**src/rtl/multicycle_control.sv**
```systemverilog
// Multi-cycle RV32I control FSM: sequences FETCH/DECODE/EXEC/MEM/WB, handshakes with I/D memory, raises sticky traps.
// `define CTRL_MULDIV_EN adds the MULDIV state and the md_start/md_done handshake for M-extension OP encodings.
module multicycle_control #(
   parameter int TIMEOUT_W      = 4,
   parameter int RESET_PC_WRITE = 0
) (
   input  logic        clk,
   input  logic        rst,
   input  logic [31:0] instr,
   input  logic        imem_ack,
   input  logic        dmem_ack,
   input  logic        branch_taken,
`ifdef CTRL_MULDIV_EN
   input  logic        md_done,
   output logic        md_start,
`endif
   output logic        imem_req,
   output logic        dmem_req,
   output logic        ir_load,
   output logic        pc_write,
   output logic [1:0]  pc_sel,
   output logic [2:0]  immediate_control,
   output logic [1:0]  alu_operation,
   output logic        alu_src1,
   output logic        alu_src2,
   output logic        mem_to_reg,
   output logic        jump,
   output logic        reg_write,
   output logic        mem_read,
   output logic        mem_write,
   output logic        illegal,
   output logic        mem_fault,
   output logic [2:0]  state
);

   typedef enum logic [2:0] {
      S_FETCH = 3'd0, S_DECODE = 3'd1, S_EXEC = 3'd2, S_MEM = 3'd3,
      S_WB = 3'd4, S_TRAP = 3'd5, S_MULDIV = 3'd6
   } state_t;

   typedef enum logic [3:0] {
      C_OP, C_OPIMM, C_LUI, C_AUIPC, C_JAL, C_JALR, C_BRANCH, C_LOAD, C_STORE, C_MULDIV, C_ILL
   } cls_t;

   // Waiting cycle n (counting from 1) sees a count of n-1, so cycle 2**TIMEOUT_W-1 is the last chance for an ack.
   localparam logic [TIMEOUT_W-1:0] TERM = TIMEOUT_W'((2 ** TIMEOUT_W) - 2);

   state_t               st, st_n;
   cls_t                 dec_cls, cls_q, cls;
   logic [TIMEOUT_W-1:0] cnt_q, cnt_n;
   logic                 ill_q, flt_q, first_q, set_ill, set_flt;
   logic [2:0]           cls_imm;
   logic [1:0]           cls_aop;
   logic                 cls_s1, cls_s2;
   logic                 unused_instr;

   assign unused_instr = ^instr[24:7];

   always_comb begin
      dec_cls = C_ILL;
      case (instr[6:0])
         7'b0110011: begin
            if (instr[31:25] == 7'b0000001) begin
`ifdef CTRL_MULDIV_EN
               dec_cls = C_MULDIV;
`else
               dec_cls = C_ILL;
`endif
            end else begin
               dec_cls = C_OP;
            end
         end
         7'b0010011: dec_cls = C_OPIMM;
         7'b0110111: dec_cls = C_LUI;
         7'b0010111: dec_cls = C_AUIPC;
         7'b1101111: dec_cls = C_JAL;
         7'b1100111: dec_cls = C_JALR;
         7'b1100011: dec_cls = C_BRANCH;
         7'b0000011: dec_cls = C_LOAD;
         7'b0100011: dec_cls = C_STORE;
         default:    dec_cls = C_ILL;
      endcase
   end

   // The class is captured on leaving DECODE; later states never look at the opcode again.
   assign cls = (st == S_DECODE) ? dec_cls : cls_q;

   always_comb begin
      cls_imm = 3'b000;
      cls_aop = 2'b00;
      cls_s1  = 1'b0;
      cls_s2  = 1'b0;
      case (cls)
         C_OP, C_MULDIV: cls_aop = 2'b11;
         C_OPIMM:  begin cls_imm = 3'b001; cls_aop = 2'b11; cls_s2 = 1'b1; end
         C_LUI:    cls_imm = 3'b100;
         C_AUIPC:  begin cls_imm = 3'b100; cls_aop = 2'b10; cls_s1 = 1'b1; cls_s2 = 1'b1; end
         C_JAL:    begin cls_imm = 3'b101; cls_aop = 2'b10; cls_s1 = 1'b1; cls_s2 = 1'b1; end
         C_JALR:   begin cls_imm = 3'b001; cls_aop = 2'b10; cls_s2 = 1'b1; end
         C_BRANCH: begin cls_imm = 3'b011; cls_aop = 2'b01; end
         C_LOAD:   begin cls_imm = 3'b001; cls_aop = 2'b10; cls_s2 = 1'b1; end
         C_STORE:  begin cls_imm = 3'b010; cls_aop = 2'b10; cls_s2 = 1'b1; end
         default:  ;
      endcase
   end

   always_ff @(posedge clk or posedge rst) begin
      if (rst) begin
         st      <= S_FETCH;
         cls_q   <= C_ILL;
         cnt_q   <= '0;
         ill_q   <= 1'b0;
         flt_q   <= 1'b0;
         first_q <= 1'b1;
      end else begin
         st      <= st_n;
         if (st == S_DECODE) cls_q <= dec_cls;
         cnt_q   <= cnt_n;
         ill_q   <= ill_q | set_ill;
         flt_q   <= flt_q | set_flt;
         first_q <= 1'b0;
      end
   end

   // Counting only while parked in a request state means any entry into FETCH or MEM starts from zero.
   assign cnt_n = ((st == S_FETCH || st == S_MEM) && st_n == st) ? cnt_q + 1'b1 : '0;

   always_comb begin
      st_n              = st;
      set_ill           = 1'b0;
      set_flt           = 1'b0;
      imem_req          = 1'b0;
      dmem_req          = 1'b0;
      ir_load           = 1'b0;
      pc_write          = 1'b0;
      pc_sel            = 2'b00;
      immediate_control = 3'b000;
      alu_operation     = 2'b00;
      alu_src1          = 1'b0;
      alu_src2          = 1'b0;
      mem_to_reg        = 1'b0;
      jump              = 1'b0;
      reg_write         = 1'b0;
      mem_read          = 1'b0;
      mem_write         = 1'b0;
`ifdef CTRL_MULDIV_EN
      md_start          = 1'b0;
`endif
      case (st)
         S_FETCH: begin
            imem_req = 1'b1;
            pc_write = (RESET_PC_WRITE != 0) && first_q;
            if (imem_ack) begin
               ir_load = 1'b1;
               st_n    = S_DECODE;
            end else if (cnt_q == TERM) begin
               set_flt = 1'b1;
               st_n    = S_TRAP;
            end
         end
         S_DECODE: begin
            immediate_control = cls_imm;
            if (cls == C_ILL) begin
               set_ill = 1'b1;
               st_n    = S_TRAP;
            end else if (cls == C_LUI) begin
               st_n = S_WB;
            end else begin
               st_n = S_EXEC;
            end
         end
         S_EXEC: begin
            immediate_control = cls_imm;
            alu_operation     = cls_aop;
            alu_src1          = cls_s1;
            alu_src2          = cls_s2;
            case (cls)
               C_BRANCH: begin
                  pc_write = 1'b1;
                  pc_sel   = {1'b0, branch_taken};
                  st_n     = S_FETCH;
               end
               C_LOAD, C_STORE: st_n = S_MEM;
`ifdef CTRL_MULDIV_EN
               C_MULDIV: begin
                  md_start = 1'b1;
                  st_n     = S_MULDIV;
               end
`endif
               default: st_n = S_WB;
            endcase
         end
         S_MEM: begin
            immediate_control = cls_imm;
            alu_operation     = cls_aop;
            alu_src1          = cls_s1;
            alu_src2          = cls_s2;
            dmem_req          = 1'b1;
            mem_read          = (cls == C_LOAD);
            mem_write         = (cls == C_STORE);
            if (dmem_ack) begin
               if (cls == C_LOAD) begin
                  st_n = S_WB;
               end else begin
                  pc_write = 1'b1;
                  st_n     = S_FETCH;
               end
            end else if (cnt_q == TERM) begin
               set_flt = 1'b1;
               st_n    = S_TRAP;
            end
         end
         S_WB: begin
            // ALU stays configured so the JALR target is still on its output when the PC loads.
            immediate_control = cls_imm;
            alu_operation     = cls_aop;
            alu_src1          = cls_s1;
            alu_src2          = cls_s2;
            reg_write         = 1'b1;
            pc_write          = 1'b1;
            mem_to_reg        = (cls == C_LOAD);
            jump              = (cls == C_JAL) || (cls == C_JALR);
            pc_sel            = (cls == C_JAL) ? 2'b01 : (cls == C_JALR) ? 2'b10 : 2'b00;
            st_n              = S_FETCH;
         end
`ifdef CTRL_MULDIV_EN
         S_MULDIV: begin
            if (md_done) st_n = S_WB;
         end
`endif
         default: ;
      endcase
      if (rst) begin
         imem_req          = 1'b0;
         dmem_req          = 1'b0;
         ir_load           = 1'b0;
         pc_write          = 1'b0;
         pc_sel            = 2'b00;
         immediate_control = 3'b000;
         alu_operation     = 2'b00;
         alu_src1          = 1'b0;
         alu_src2          = 1'b0;
         mem_to_reg        = 1'b0;
         jump              = 1'b0;
         reg_write         = 1'b0;
         mem_read          = 1'b0;
         mem_write         = 1'b0;
`ifdef CTRL_MULDIV_EN
         md_start          = 1'b0;
`endif
      end
   end

   assign illegal   = ill_q;
   assign mem_fault = flt_q;
   assign state     = st;

endmodule

```
**config.mk**
```make
export PLATFORM = sky130hd
export DESIGN_NAME = multicycle_control
export DESIGN_NICKNAME = d
export VERILOG_FILES = /design/src/rtl/multicycle_control.sv
export SDC_FILE = /design/constraint.sdc
export NUM_CORES = 1
export LEC_CHECK = 0
export CORE_MARGIN = 3
export CORE_UTILIZATION = 39
export DETAILED_ROUTE_END_ITERATION = 10
export PLACE_DENSITY = 0.85
export SETUP_SLACK_MARGIN = 0.02
export SLEW_MARGIN = 30
export SYNTH_ARGS = -nofsm -noshare
export SYNTH_HDL_FRONTEND = slang
export SYNTH_SLANG_ARGS = --single-unit
```
**constraint.sdc**
```tcl
create_clock -name clk -period 2.9 [get_ports clk]
set_clock_uncertainty 0.05 [all_clocks]
set_input_delay 0.435 -clock clk [delete_from_list [all_inputs] [get_ports clk]]
set_output_delay 0.435 -clock clk [all_outputs]
set_load 0.01 [all_outputs]
```
==> summary.md, run 1 <==
Global routing
* largest net degree at the start of global routing: 17
* antenna violations before repair: 0
* sum of overflow across all layers after global routing: 0
* All-Layer GR Usage: 0.270
* vias in the first global route: 1631
* wire length of the first global-routing pass: 7410 um

Power and ir drop
* Max rail drop VDD: 0.000450 V
* leakage power total: 0.00107 uW
* power per cell area: 469 nW/um^2

Yosys
* proportion of synthesized chip area in sequential cells: 0.291
* EDFF count, synth: 0
* synth warn: 0
* total nets after synthesis: 189
* Synth top area share: 0.244
* synthesized cell area: 1130 um^2
* flop and latch count out of synthesis: 13
* library cell with the largest summed area after synthesis: sky130_fd_sc_hd__dfrtp_1
* cell count after synthesis: 150
* share of async-settable or async-resettable flops after synthesis: 1.00
* top cells by area, synth: sky130_fd_sc_hd__dfrtp_1, sky130_fd_sc_hd__nand2_1, sky130_fd_sc_hd__nor2_1
* most used flip-flop cell after synthesis: sky130_fd_sc_hd__dfrtp_1
* library cells used by synthesis: 42
* average footprint of a synthesized cell: 7.52 um^2

Hold path
* kind of path behind the tightest hold check: reg -> reg
* Hold Path Origin: illegal

Timing
* fin worst setup slack: -136 ps
* worst-margin pin slew: 448 ps
* portion of the clock cycle consumed by the worst path in the final layout: 1.05
* final count of pins violating max slew: 0
* clock period minus worst slack: 3040 ps
* Hold Fails Final Rpt: 0
* peak clock frequency supported by timing: 0.329 GHz
* RSZ-0062 raised after global routing: true
* Final Setup Violations: 12
* worst relative slew slack: 0.699

Detailed routing
* routed wirelength normalized by instance count: 21.1 um
* number of nets with antenna violations after routing: 0
* ratio of routed vias to standard cells: 6.24
* total routed wirelength: 5830 um
* first-iteration detailed-routing DRC count: 148
* DRC viols: 0
* total via count in the routed design: 1721
* router iterations before antenna repair: 5

Floorplan
* Core Footprint: 2610 um^2
* initial cell density of the core: 0.432
* horizontal extent of the die: 59.8 um
* total number of placement rows: 18
* Die Outline Area: 3570 um^2
* Die Height: 59.8 um
* IO Count: 60

Critical path
* Largest stage delay, worst path: 520 ps
* critical path type: reg -> out
* data arrival time of the critical path: 2550 ps
* launch point of the critical path: state[1]
* worst r2r src: state[1]
* Max stage delay cell, worst path: sky130_fd_sc_hd__or4_1
* maximum fanout count along the critical path: 4
* category of the worst setup path launch point: register
* cell occurring most often along the worst timing path: sky130_fd_sc_hd__buf_6
* number of buffer and inverter stages on the critical path: 3
* data required time of the critical path: 2410 ps
* cell-by-cell listing of the critical path: buf_6 > nor3b_4 > nand4_1 > o22a_2 > buf_6 > or4_1 > o21ai_1 > buf_2
* CP Capture Type: output port
* Crit path max-delay family: simple AND/OR/NAND/NOR gates

Outcome
* violations in the final reports: negative setup slack
* status: finished with violations

Final layout
* most common cell after layout, fill and taps aside: sky130_fd_sc_hd__buf_4
* ANT cells: 0
* post-route core utilization: 0.841
* commonest cells after routing, fill and taps aside: sky130_fd_sc_hd__buf_4, sky130_fd_sc_hd__buf_6, sky130_fd_sc_hd__nand2_1, sky130_fd_sc_hd__nor2_1
* fin nets: 286
* Sequential cell area: 328 um^2
* growth of design area from synthesis to finish: 94.8%
* combined area of the multi-input logic cells: 956 um^2
* share of layout cells above drive strength 1: 0.516
* total of fill cells in the finished design: 131

Clocking
* register clock-pin slew on the reported worst setup and hold paths: 110 ps
* clock network latency to the later pin of the worst-skew pair: 300 ps
* clock buffers created by TritonCTS: 3
* deepest clock path buffer count: 2
* number of hold buffers added after CTS: 0
* total clock sinks: 13
* CTS tree: yes
* cell at the root of the clock tree: sky130_fd_sc_hd__clkbuf_4
* deepest level of the CTS H-tree: 1

Placed design
* IO Port Bufs: 41
* final estimated routing congestion in global placement: 0.853
* DP HPWL: 2990 um
* worst slack at placement: -873 ps

Flow run
* count of maximum capacitance violations: 0

sequential cells by signal (all words and copies together) (netlist names):
signal     flops
state          3
cls_q          4
illegal        1
mem_fault      1
cnt_q          4
worst reg2reg max path: stages (launching register included):
cell,delay (ps)
sky130_fd_sc_hd__dfrtp_1,420
sky130_fd_sc_hd__or3b_4,430
sky130_fd_sc_hd__buf_6,150
sky130_fd_sc_hd__o41ai_4,380
sky130_fd_sc_hd__buf_4,180
sky130_fd_sc_hd__nand4_1,210
sky130_fd_sc_hd__buf_4,230
sky130_fd_sc_hd__buf_4,140
sky130_fd_sc_hd__mux2_2,270
sky130_fd_sc_hd__o211ai_2,140
logic make-up after synthesis:
| kind of cell | Yosys count | synth area share |
|---|---|---|
| buffers and inverters | 13 | 0.0444 |
| AOI/OAI and AO/OA | 35 | 0.220 |
| muxes | 3 | 0.0289 |
| and+or+nand+nor | 81 | 0.371 |
| DFF | 13 | 0.291 |
| adders and majority gates | 2 | 0.0222 |
| xor gates and xnor gates | 3 | 0.0233 |
synthesized netlist by cell type (all sizes together) (2+ instances only):
master and number:
nand2 21, nor2 18, a21oi 11, dfrtp 11, inv 7, nor3 7
o21ai 7, or4 6, clkbuf 5, nand3 5, nor2b 5, a21o 4
a31oi 4, nand4 4, nor4 3, and2 2, and3 2, dfstp 2
ha 2, mux2 2, nor3b 2, or2 2, xnor2 2
path summary, 6_finish.rpt:
check / to / slack, ps / cells past startpoint
max: alu_operation[0] / -140 / 8
min: illegal / 420 / 1
max reg2reg: state[2] / 220 / 9
min reg2reg: illegal / 420 / 1
max in group asynchronous: cls_q[1] / 1880 / 3
min in group asynchronous: cls_q[0] / 680 / 3
where the power goes:
| group | total (uW) | internal, uW | switching, uW |
|---|---|---|---|
| registers | 236 | 216 | 20.3 |
| logic | 668 | 333 | 335 |
| clock network | 126 | 51.3 | 74.6 |
| total | 1030 | 600 | 430 |
metal layers:
metal	up-vias	track usage	routed length, um
met5	-	0	0
met3	31	0.0475	523
met2	137	0.503	2780
li1	738	-	-
met4	0	0.0823	295
met1	815	0.309	2240
cell type report:
type                    count  share of cell area
well taps                  30              0.0171
flip-flops and latches     13               0.149
clock inverters             1             0.00228
repair buffers             98               0.373
multi-input cells         124               0.435
clock buffers               3              0.0103
inverters                   7              0.0131
stage by stage:
| step | total power, uW | TNS (ps) | area [um^2] | hold slack (ps) | cells |
|---|---|---|---|---|---|
| 6_report | 1030 | -960 | 2200 | 423 | 276 |
| 5_1_grt | 1070 | -1680 | 2200 | 446 | 276 |
| 4_1_cts | 867 | -38.1 | 2050 | 424 | 271 |
| 3_5_place_dp | 627 | -11520 | 1780 | 403 | 246 |
| 3_3_place_gp | 611 | -9040 | 1780 | 390 | 246 |
| 2_1_floorplan | 429 | 0 | 1130 | 269 | 150 |
what timing repair did:
item / in CTS / in global routing
gates resized for setup: 113 / 42
pin swaps: 19 / 21
cloned: 0 / 0
setup endpoints to repair: 15 / 15
setup buffers: 22 / 6
Power figures use the tool's default switching activity.
==> inputs of run 2 (changes only) <==
Settings changed: SKIP_CTS_REPAIR_TIMING from default to 1.
==> run 2 against run 1 <==
The flow still finishes with violations (negative setup slack). Register-to-register slack better by 80 ps. Setup slack got worse by 5.7 ps. Maximum frequency shrank 0.19%. Sequential cell count is the same. Total power decreased by 5.2%. Largest power group unchanged. Highest routed layer unchanged.
==> summary.md, run 2 (synthesized netlist as in run 1, its figures left out) <==
Critical path
* data required time of the critical path: 2410 ps
* data arrival time of the critical path: 2560 ps
* category of the worst setup path launch point: register
* critical path type: reg -> out
* maximum fanout count along the critical path: 6
* CP Capture Type: output port

Floorplan
* initial cell density of the core: 0.432
* Die Outline Area: 3570 um^2
* Die Height: 59.8 um
* Core Footprint: 2610 um^2
* total number of placement rows: 18
* horizontal extent of the die: 59.8 um
* IO Count: 60

Final layout
* most common cell after layout, fill and taps aside: sky130_fd_sc_hd__buf_4
* post-route core utilization: 0.826
* ANT cells: 0
* growth of design area from synthesis to finish: 91.3%
* commonest cells after routing, fill and taps aside: sky130_fd_sc_hd__buf_4, sky130_fd_sc_hd__nor2_1, sky130_fd_sc_hd__clkdlybuf4s50_1
* Final Instance Area: 2160 um^2
* fin nets: 280
* total of fill cells in the finished design: 127
* share of layout cells above drive strength 1: 0.488

Clocking
* CTS tree: yes
* register clock-pin slew on the reported worst setup and hold paths: 90 ps
* cell at the root of the clock tree: sky130_fd_sc_hd__clkbuf_4
* clock buffers created by TritonCTS: 3
* deepest clock path buffer count: 2
* deepest level of the CTS H-tree: 1
* total clock sinks: 13
* clock network latency to the later pin of the worst-skew pair: 290 ps

Global routing
* largest net degree at the start of global routing: 17
* global-route met3 utilization: 0.0432
* global routing met2 resource utilization: 0.378
* wire length of the first global-routing pass: 5960 um
* sum of overflow across all layers after global routing: 0
* vias in the first global route: 1389
* antenna violations before repair: 0
* GR Util met1: 0.251
* global route hottest layer: met2
* All-Layer GR Usage: 0.213

Timing
* worst-margin pin slew: 524 ps
* worst relative slew slack: 0.648
* fin worst setup slack: -142 ps
* Final Setup Violations: 6
* clock period minus worst slack: 3040 ps
* Total Neg Setup Slack: -535 ps
* portion of the clock cycle consumed by the worst path in the final layout: 1.05
* peak clock frequency supported by timing: 0.329 GHz
* final count of pins violating max slew: 0
* Hold Fails Final Rpt: 0
* RSZ-0062 raised after global routing: true

Power and ir drop
* power per cell area: 453 nW/um^2
* post-layout power: 977 uW
* Int Pwr: 584 uW
* clock network power share: 0.123
* leakage power total: 0.00111 uW
* share of total power consumed by net switching: 0.403
* sw power: 393 uW
* Max rail drop VDD: 0.000470 V
* portion of total power attributed to sequential cells: 0.239
* proportion of power drawn by combinational gates: 0.638

Detailed routing
* first-iteration detailed-routing DRC count: 124
* number of nets with antenna violations after routing: 0
* routed wirelength normalized by instance count: 19.4 um
* total via count in the routed design: 1649
* ratio of routed vias to standard cells: 6.11
* total routed wirelength: 5250 um
* router iterations before antenna repair: 6
* DRC viols: 0

Placed design
* worst slack at placement: -873 ps
* IO Port Bufs: 41
* post-place instance area: 1780 um^2
* final estimated routing congestion in global placement: 0.853
* DP HPWL: 2990 um

Outcome
* violations in the final reports: negative setup slack
* status: finished with violations

Flow run
* count of maximum capacitance violations: 0

Hold path
* kind of path behind the tightest hold check: reg -> reg

==> run 2: power by group through the flow <==
| stage | registers [uW] | logic [uW] | clock network (uW) |
|---|---|---|---|
| floorplan | 238 | 191 | 0 |
| detailed placement | 230 | 397 | 0 |
| finish | 234 | 623 | 120 |
| CTS | 226 | 399 | 123 |
| global placement | 228 | 383 | 0 |
| global route | 234 | 655 | 130 |
==> run 2: routing by layer <==
layer / vias up / share of wire
li1: 730 / -
met1: 793 / 0.36
met2: 101 / 0.52
met3: 25 / 0.086
met4: 0 / 0.036
met5: - / 0
==> run 2: cell type report <==
| type | instances | area [um^2] | area share |
|---|---|---|---|
| Timing Repair Buffer | 92 | 796 | 0.369 |
| Inverter | 7 | 28.8 | 0.0133 |
| Sequential cell | 13 | 328 | 0.152 |
| Multi-Input combinational cell | 124 | 940 | 0.436 |
| Tap cell | 30 | 37.5 | 0.0174 |
| Clock buffer | 3 | 22.5 | 0.0104 |
| Clock inverter | 1 | 5.00 | 0.00232 |
==> run 2: worst max-delay path, cell delays in order (launching register included) <==
cell and delay, ps:
sky130_fd_sc_hd__dfrtp_1 410, sky130_fd_sc_hd__buf_6 140, sky130_fd_sc_hd__nor3b_4 230, sky130_fd_sc_hd__nand4_1 210, sky130_fd_sc_hd__o22a_2 290, sky130_fd_sc_hd__buf_6 130
sky130_fd_sc_hd__buf_6 120, sky130_fd_sc_hd__or4_4 530, sky130_fd_sc_hd__o21ai_2 70, sky130_fd_sc_hd__buf_2 140
==> run 2: worst paths after layout <==
path                          start               end  slack, ps  cells after the start
min                         illegal           illegal        420                      1
max reg2reg                state[2]          state[2]        300                      9
max in group asynchronous       rst          cls_q[1]       1850                      3
min reg2reg                 illegal           illegal        420                      1
min in group asynchronous       rst          cls_q[0]        720                      3
max                        state[2]  alu_operation[0]       -140                      9
==> run 2: through the flow <==
step,hold WS [ps],instances
after detailed placement,403,246
final,421,270
after global routing,446,270
after floorplan,269,150
after global placement,390,246
after CTS,424,250
